<file path="src/rtl/bfly_seq_ctrl_pkg.sv">
// Shared types and constants for the radix-2 SDF stage sequencer.
package fft_ctrl_pkg;

    typedef enum logic [1:0] {
        FILL  = 2'd0,
        BFLY  = 2'd1,
        DRAIN = 2'd2
    } ctrl_state_t;

    // Delay-line write source select
    localparam logic SR_SEL_DIN   = 1'b0;
    localparam logic SR_SEL_DIFF  = 1'b1;

    // Downstream result path select
    localparam logic OUT_SEL_SUM  = 1'b0;
    localparam logic OUT_SEL_DIFF = 1'b1;

endpackage

</file>
<file path="src/rtl/bfly_seq_ctrl_if.sv">
// Upstream/downstream handshake bundle of the SDF stage sequencer.
// master = sequencer side, slave = surrounding datapath/environment side.
interface bfly_seq_ctrl_if;
    logic in_valid;
    logic in_ready;
    logic dn_ready;
    logic out_valid;
    logic out_sel;
    logic frame_done;

    modport master (
        input  in_valid,
        input  dn_ready,
        output in_ready,
        output out_valid,
        output out_sel,
        output frame_done
    );

    modport slave (
        output in_valid,
        output dn_ready,
        input  in_ready,
        input  out_valid,
        input  out_sel,
        input  frame_done
    );
endinterface

</file>
<file path="src/rtl/bfly_seq_cnt.sv">
// Pair counter: counts 0..NUM_PAIR-1 on enable, wraps to 0 after the
// terminal count, and flags the terminal count combinationally.
module bfly_seq_cnt #(
    parameter int NUM_PAIR = 16,
    parameter int CW       = $clog2(NUM_PAIR)
) (
    input  logic          clk,
    input  logic          rst,
    input  logic          clr,
    input  logic          en,
    output logic [CW-1:0] cnt,
    output logic          tc
);
    logic [CW-1:0] cnt_reg;

    assign cnt = cnt_reg;
    assign tc  = (cnt_reg == CW'(NUM_PAIR - 1));

    // Count one step per enabled cycle; terminal step returns to 0 so every phase starts at 0
    always_ff @(posedge clk) begin
        if (rst || clr) begin
            cnt_reg <= '0;
        end else if (en) begin
            cnt_reg <= tc ? '0 : cnt_reg + CW'(1);
        end
    end
endmodule

</file>
<file path="src/rtl/bfly_seq_ctrl.sv">
// Sequencer for one radix-2 single-delay-feedback FFT stage: FILL the delay
// line with the first half of a frame, run the butterflies on the second half
// (sum path out, diff path fed back), then DRAIN the twiddled diff path.
module bfly_seq_ctrl
    import fft_ctrl_pkg::*;
#(
    parameter int NUM_PAIR  = 16,
    parameter int TW_AW     = 4,
    parameter int TW_STRIDE = 1
) (
    input  logic               clk,
    input  logic               rst,
    input  logic               flush,
    bfly_seq_ctrl_if.master    bus,
    output logic               sr_shift,
    output logic               sr_sel,
    output logic               bfly_valid,
    output logic [TW_AW-1:0]   tw_addr,
    output logic               tw_valid,
    output logic [15:0]        frame_cnt,
    output logic               busy
);
    localparam int              CW       = $clog2(NUM_PAIR);
    localparam logic [TW_AW-1:0] STRIDE_T = TW_AW'(TW_STRIDE);

    ctrl_state_t    state_reg;
    logic [CW-1:0]  cnt;
    logic           cnt_tc;
    logic           out_valid_reg;
    logic           out_sel_reg;
    logic           frame_done_reg;
    logic [15:0]    frame_cnt_reg;

    logic           in_ready_c;
    logic           fill_acc;
    logic           bfly_acc;
    logic           drain_step;
    logic [TW_AW-1:0] tw_idx;

    // Decode this cycle's advance condition; reset and flush suppress every strobe
    always_comb begin
        in_ready_c = 1'b0;
        fill_acc   = 1'b0;
        bfly_acc   = 1'b0;
        drain_step = 1'b0;
        if (!rst && !flush) begin
            unique case (state_reg)
                FILL: begin
                    in_ready_c = 1'b1;
                    fill_acc   = bus.in_valid;
                end
                BFLY: begin
                    in_ready_c = bus.dn_ready;
                    bfly_acc   = bus.in_valid & bus.dn_ready;
                end
                DRAIN: begin
                    drain_step = bus.dn_ready;
                end
                default: ;
            endcase
        end
    end

    // Twiddle index: mod 2^TW_AW falls out of the TW_AW-wide multiply
    assign tw_idx     = TW_AW'(cnt) * STRIDE_T;

    assign sr_shift   = fill_acc | bfly_acc | drain_step;
    assign sr_sel     = bfly_acc ? SR_SEL_DIFF : SR_SEL_DIN;
    assign bfly_valid = bfly_acc;
    assign tw_valid   = drain_step;
    assign tw_addr    = drain_step ? tw_idx : '0;

    assign bus.in_ready   = in_ready_c;
    assign bus.out_valid  = out_valid_reg;
    assign bus.out_sel    = out_sel_reg;
    assign bus.frame_done = frame_done_reg;
    assign frame_cnt      = frame_cnt_reg;
    assign busy           = !((state_reg == FILL) && (cnt == '0));

    bfly_seq_cnt #(
        .NUM_PAIR (NUM_PAIR),
        .CW       (CW)
    ) u_cnt (
        .clk (clk),
        .rst (rst),
        .clr (flush),
        .en  (sr_shift),
        .cnt (cnt),
        .tc  (cnt_tc)
    );

    // Phase FSM plus the one-cycle-late result strobes that line up with the registered bfly outputs
    always_ff @(posedge clk) begin
        if (rst) begin
            state_reg      <= FILL;
            out_valid_reg  <= 1'b0;
            out_sel_reg    <= OUT_SEL_SUM;
            frame_done_reg <= 1'b0;
            frame_cnt_reg  <= '0;
        end else if (flush) begin
            state_reg      <= FILL;
            out_valid_reg  <= 1'b0;
            out_sel_reg    <= OUT_SEL_SUM;
            frame_done_reg <= 1'b0;
        end else begin
            out_valid_reg  <= bfly_acc | drain_step;
            out_sel_reg    <= drain_step ? OUT_SEL_DIFF : OUT_SEL_SUM;
            frame_done_reg <= drain_step & cnt_tc;
            if (drain_step && cnt_tc) begin
                frame_cnt_reg <= frame_cnt_reg + 16'd1;
            end
            unique case (state_reg)
                FILL:    if (fill_acc && cnt_tc)   state_reg <= BFLY;
                BFLY:    if (bfly_acc && cnt_tc)   state_reg <= DRAIN;
                DRAIN:   if (drain_step && cnt_tc) state_reg <= FILL;
                default: state_reg <= FILL;
            endcase
        end
    end
endmodule

</file>
<file path="src/flat_wrapper.sv">
// flat-port wrapper written by rule: the top's interface ports become plain ports
module bfly_seq_ctrl_flat import fft_ctrl_pkg::*;
#(
    parameter int NUM_PAIR  = 16,
    parameter int TW_AW     = 4,
    parameter int TW_STRIDE = 1
)
  (clk, rst, flush, sr_shift, sr_sel, bfly_valid, tw_addr, tw_valid, frame_cnt, busy, bus_in_valid, bus_dn_ready, bus_in_ready, bus_out_valid, bus_out_sel, bus_frame_done);
  bfly_seq_ctrl_if bus_i ();
  input  logic clk;
  input  logic rst;
  input  logic flush;
  output logic sr_shift;
  output logic sr_sel;
  output logic bfly_valid;
  output logic [TW_AW-1:0] tw_addr;
  output logic tw_valid;
  output logic [15:0] frame_cnt;
  output logic busy;
  input wire logic [$bits(bus_i.in_valid)-1:0] bus_in_valid;
  input wire logic [$bits(bus_i.dn_ready)-1:0] bus_dn_ready;
  output wire logic [$bits(bus_i.in_ready)-1:0] bus_in_ready;
  output wire logic [$bits(bus_i.out_valid)-1:0] bus_out_valid;
  output wire logic [$bits(bus_i.out_sel)-1:0] bus_out_sel;
  output wire logic [$bits(bus_i.frame_done)-1:0] bus_frame_done;
  assign bus_i.in_valid = bus_in_valid;
  assign bus_i.dn_ready = bus_dn_ready;
  assign bus_in_ready = bus_i.in_ready;
  assign bus_out_valid = bus_i.out_valid;
  assign bus_out_sel = bus_i.out_sel;
  assign bus_frame_done = bus_i.frame_done;
  bfly_seq_ctrl #(.NUM_PAIR(NUM_PAIR), .TW_AW(TW_AW), .TW_STRIDE(TW_STRIDE)) u_core (.clk(clk), .rst(rst), .flush(flush), .bus(bus_i), .sr_shift(sr_shift), .sr_sel(sr_sel), .bfly_valid(bfly_valid), .tw_addr(tw_addr), .tw_valid(tw_valid), .frame_cnt(frame_cnt), .busy(busy));
endmodule
</file>
<file path="config.mk">
export PLATFORM = sky130hd
export DESIGN_NAME = bfly_seq_ctrl_flat
export DESIGN_NICKNAME = d
export VERILOG_FILES = /design/src/rtl/bfly_seq_ctrl_pkg.sv /design/src/rtl/bfly_seq_ctrl_if.sv /design/src/rtl/bfly_seq_cnt.sv /design/src/rtl/bfly_seq_ctrl.sv /design/src/flat_wrapper.sv
export SDC_FILE = /design/constraint.sdc
export NUM_CORES = 1
export LEC_CHECK = 0
export ABC_AREA = 1
export BUFFER_PORTS_ARGS = -buffer_cell sky130_fd_sc_hd__buf_4
export CORE_UTILIZATION = 52
export DETAILED_ROUTE_END_ITERATION = 10
export PLACE_DENSITY = 0.74
export SLEW_MARGIN = 20
export SYNTH_ARGS = -nofsm -noshare
export SYNTH_HDL_FRONTEND = slang
export SYNTH_HIERARCHICAL = 1
export SYNTH_SLANG_ARGS = --single-unit
</file>
<file path="constraint.sdc">
create_clock -name clk -period 2.41 [get_ports clk]
set_clock_uncertainty 0.2 [all_clocks]
set_input_delay 0.482 -clock clk [delete_from_list [all_inputs] [get_ports clk]]
set_output_delay 0.482 -clock clk [all_outputs]
set_load 0.03 [all_outputs]
</file>
==> metrics.yaml <==
crit-reg2reg-launch: "u_core/u_cnt/cnt[0]$_SDFFE_PP0P_"
drive_gt1_share_pct: 23.0
clkPwrFrac_pct: 28.8
drt_iter0_markers: 53
wirelength_um: 3160
largest_reg_flops: 16
syn_nets: 215
num_antenna_cells: 0
gp_congestion: 0.851
cts.clk_slew.worst_paths_ps: 130
ir_drop_uv: 274
root_buffer: "clkbuf_4"
die_width_um: 52.8
ant_nets: 0
required_ps: 1730
io_buffers: 33
rsz0062_at_grt: "no"
finalSetupViolations: 0
drv_cap: 0
ys_warn_count: 6
worstHoldPathType: "in -> reg"
fillers: 228
r2r_slack_ps: 300
arrival_ps: 1600
status: "finished clean"
fin_crit_sh_pct: 94.7
worst_pin_slew_ps: 519
synth_top_area_share_pct: 37.3
design_area_um2: 1690
dp_hpwl_um: 2500
first_pass_iters: 4
place_area_um2: 1660
cp-start-kind: "flop"
drcViolationCount: 0
yosysUniqueCellTypes: 24
die_area_um2: 2780
syn_inst: 208
switching_share_pct: 23.0
cts_inserted_buffers: 3
p_int_mw: 0.491
h-tree-depth: 1
critPathKind: "reg -> out"
fmax_mhz: 438
yosysSeqAreaShare_pct: 37.3
hp-start: "rst"
rows: 18
core_um2: 2450
slew_headroom_pct: 65.3
ys_ff_latch: 25
synth_area_leaders: "dfxtp_1 (37%), nand2_1 (13%), nor2_1 (11%)"
pwr-share-seq_pct: 65.1
leakage_nw: 0.707
syn_area_um2: 1340
cts_sinks: 25
post-route-util_pct: 68.9
antenna_found_initial: 0
worst-path-buf-inv: 3
vias: 1419
cts_tree: "done"
worstReg2RegEnd: "u_core/frame_cnt[6]$_SDFFE_PP0P_"
setup-tns-final_ps: 0
synth_area_leader_cell: "dfxtp_1"
avgSynthCellArea_um2: 6.44
grt_pass1_vias: 1223
grt_overflow: 0
max_stage_delay_ps: 380
cp_cell_sequence: "inv_2, nand3_2, nor2_2, inv_1, o311ai_2, buf_4"
hold_depth: 2
slew_viol_final: 0
cts_buffer_depth: 2
p_per_area_nw_per_um2: 377
finalCriticalPeriod_ps: 2280
rr_worst_depth: 10
crit_slowest_cell: "dfxtp_2"
num-nets-final: 256
vias_per_cell: 5.10
avgRoutedWirePerCell_um: 11.4
critPathCaptureType: "output pin"
crit_family: "buffers and inverters"
area_growth_syn_to_layout_pct: 26.2
hold_viol: 0
power_frac_comb_pct: 6.1
die_h_um: 52.8
critical_path.max_fanout: 7
grt_use_total_pct: 25.1
p_switching_mw: 0.146
grt_max_degree: 15
holdPathEnd: "u_core/frame_cnt[11]$_SDFFE_PP0P_"
io_pins: 34
grt_pass1_wl_um: 5200
clk_latency_ps: 310
start_util_pct: 54.6
## cells in the mapped netlist
master	n
o21ai_0	9
nor2_2	2
clkbuf_1	1
nand4_1	10
o311ai_0	1
nand2_2	2
inv_2	3
nand4_2	1
buf_4	1
a21oi_1	13
dfxtp_1	25
nand3_2	1
nor3_4	1
nor2_1	40
o21ai_1	1
o21bai_1	2
nor3_1	2
inv_1	32
nand2_4	1
nand3_1	10
nand2_1	46
or2_0	1
ha_1	2
and3_1	1
## area by class of cell
cell class / count / area, um^2 / share of cell area (%)
inverters: 35 / 131 / 7.77
flip-flops and latches: 25 / 503 / 29.7
repair buffers: 38 / 285 / 16.9
multi-input cells: 146 / 707 / 41.8
clock inverters: 1 / 5.00 / 0.296
clock buffers: 3 / 22.5 / 1.33
well taps: 30 / 37.5 / 2.22
## layer usage
metal  global-route usage (%)  part of all wire, %  vias to the layer above
met3                     3.48                  5.9                        2
li1                         -                    -                      737
met4                     9.21                 0.48                        0
met2                     43.5                   49                       44
met1                     31.2                   44                      636
met5                        0                    0                        -
## kinds of logic (layout without fill, tap and decap cells)
family / count (synthesis) / count (layout) / share of synthesized area, %
AND/OR/NAND/NOR: 118 / 118 / 39.8
flip-flops: 25 / 25 / 37.3
buffers and inverters: 37 / 77 / 10.6
adder cells (fa/ha/maj): 2 / 2 / 1.87
AO/OA/AOI/OAI: 26 / 26 / 10.4
## placed cells by master (no fill, tap or decap), drive strengths merged
cell    Yosys  routed
nand2      49      49
inv        35      35
nand4      11      11
clkbuf      1       3
nor2       42      42
o21bai      2       2
clkinv      0       1
nor3        3       3
ha          2       2
buf         1      38
or2         1       1
nand3      11      11
dfxtp      25      25
and3        1       1
o21ai      10      10
a21oi      13      13
o311ai      1       1
## through the flow
stage	power [mW]	std cells	hold slack [ps]	worst slack, ps
finish	0.637	278	162	128
global placement	0.462	274	273	188
detailed placement	0.463	274	286	147
CTS	0.648	278	144	54.2
global route	0.665	278	135	5.91
floorplan	0.446	208	275	36.9
## worst max path at each step
stage | cells past startpoint | start | end | slack, ps
after global placement | 5 | rst | sr_shift | 190
after CTS | 6 | u_core/state_reg[0]$_SDFFE_PP0P_ | sr_shift | 50
after floorplan | 8 | rst | u_core/u_cnt/cnt[3]$_SDFFE_PP0P_ | 40
after global routing | 10 | u_core/u_cnt/cnt[0]$_SDFFE_PP0P_ | u_core/frame_cnt[6]$_SDFFE_PP0P_ | 6
after detailed placement | 5 | rst | sr_shift | 150
final | 6 | u_core/state_reg[0]$_SDFFE_PP0P_ | sr_shift | 130
## power groups by stage
stage / clock network [mW] / registers, mW / logic (mW)
final: 0.183 / 0.415 / 0.0391
after global routing: 0.207 / 0.415 / 0.0430
after CTS: 0.194 / 0.415 / 0.0395
after detailed placement: 0 / 0.424 / 0.0394
after global placement: 0 / 0.424 / 0.0380
after floorplan: 0 / 0.424 / 0.0220
## what timing repair did
item	4_1_cts	5_1_grt
hold buffers	0	0
buffers inserted	0	0
endpoints found under the setup margin	0	2
resized for setup	0	2
## worst reg2reg max path, stage by stage (launching register included)
cell and delay [ps]:
dfxtp_1 430, ha_1 230, inv_1 50, nor3_1 200
inv_1 110, nor3_4 430, nand2_2 120, nor2_1 110
nand2_1 50, nand2_1 60, nor2_1 30
Power figures use the tool's default switching activity.
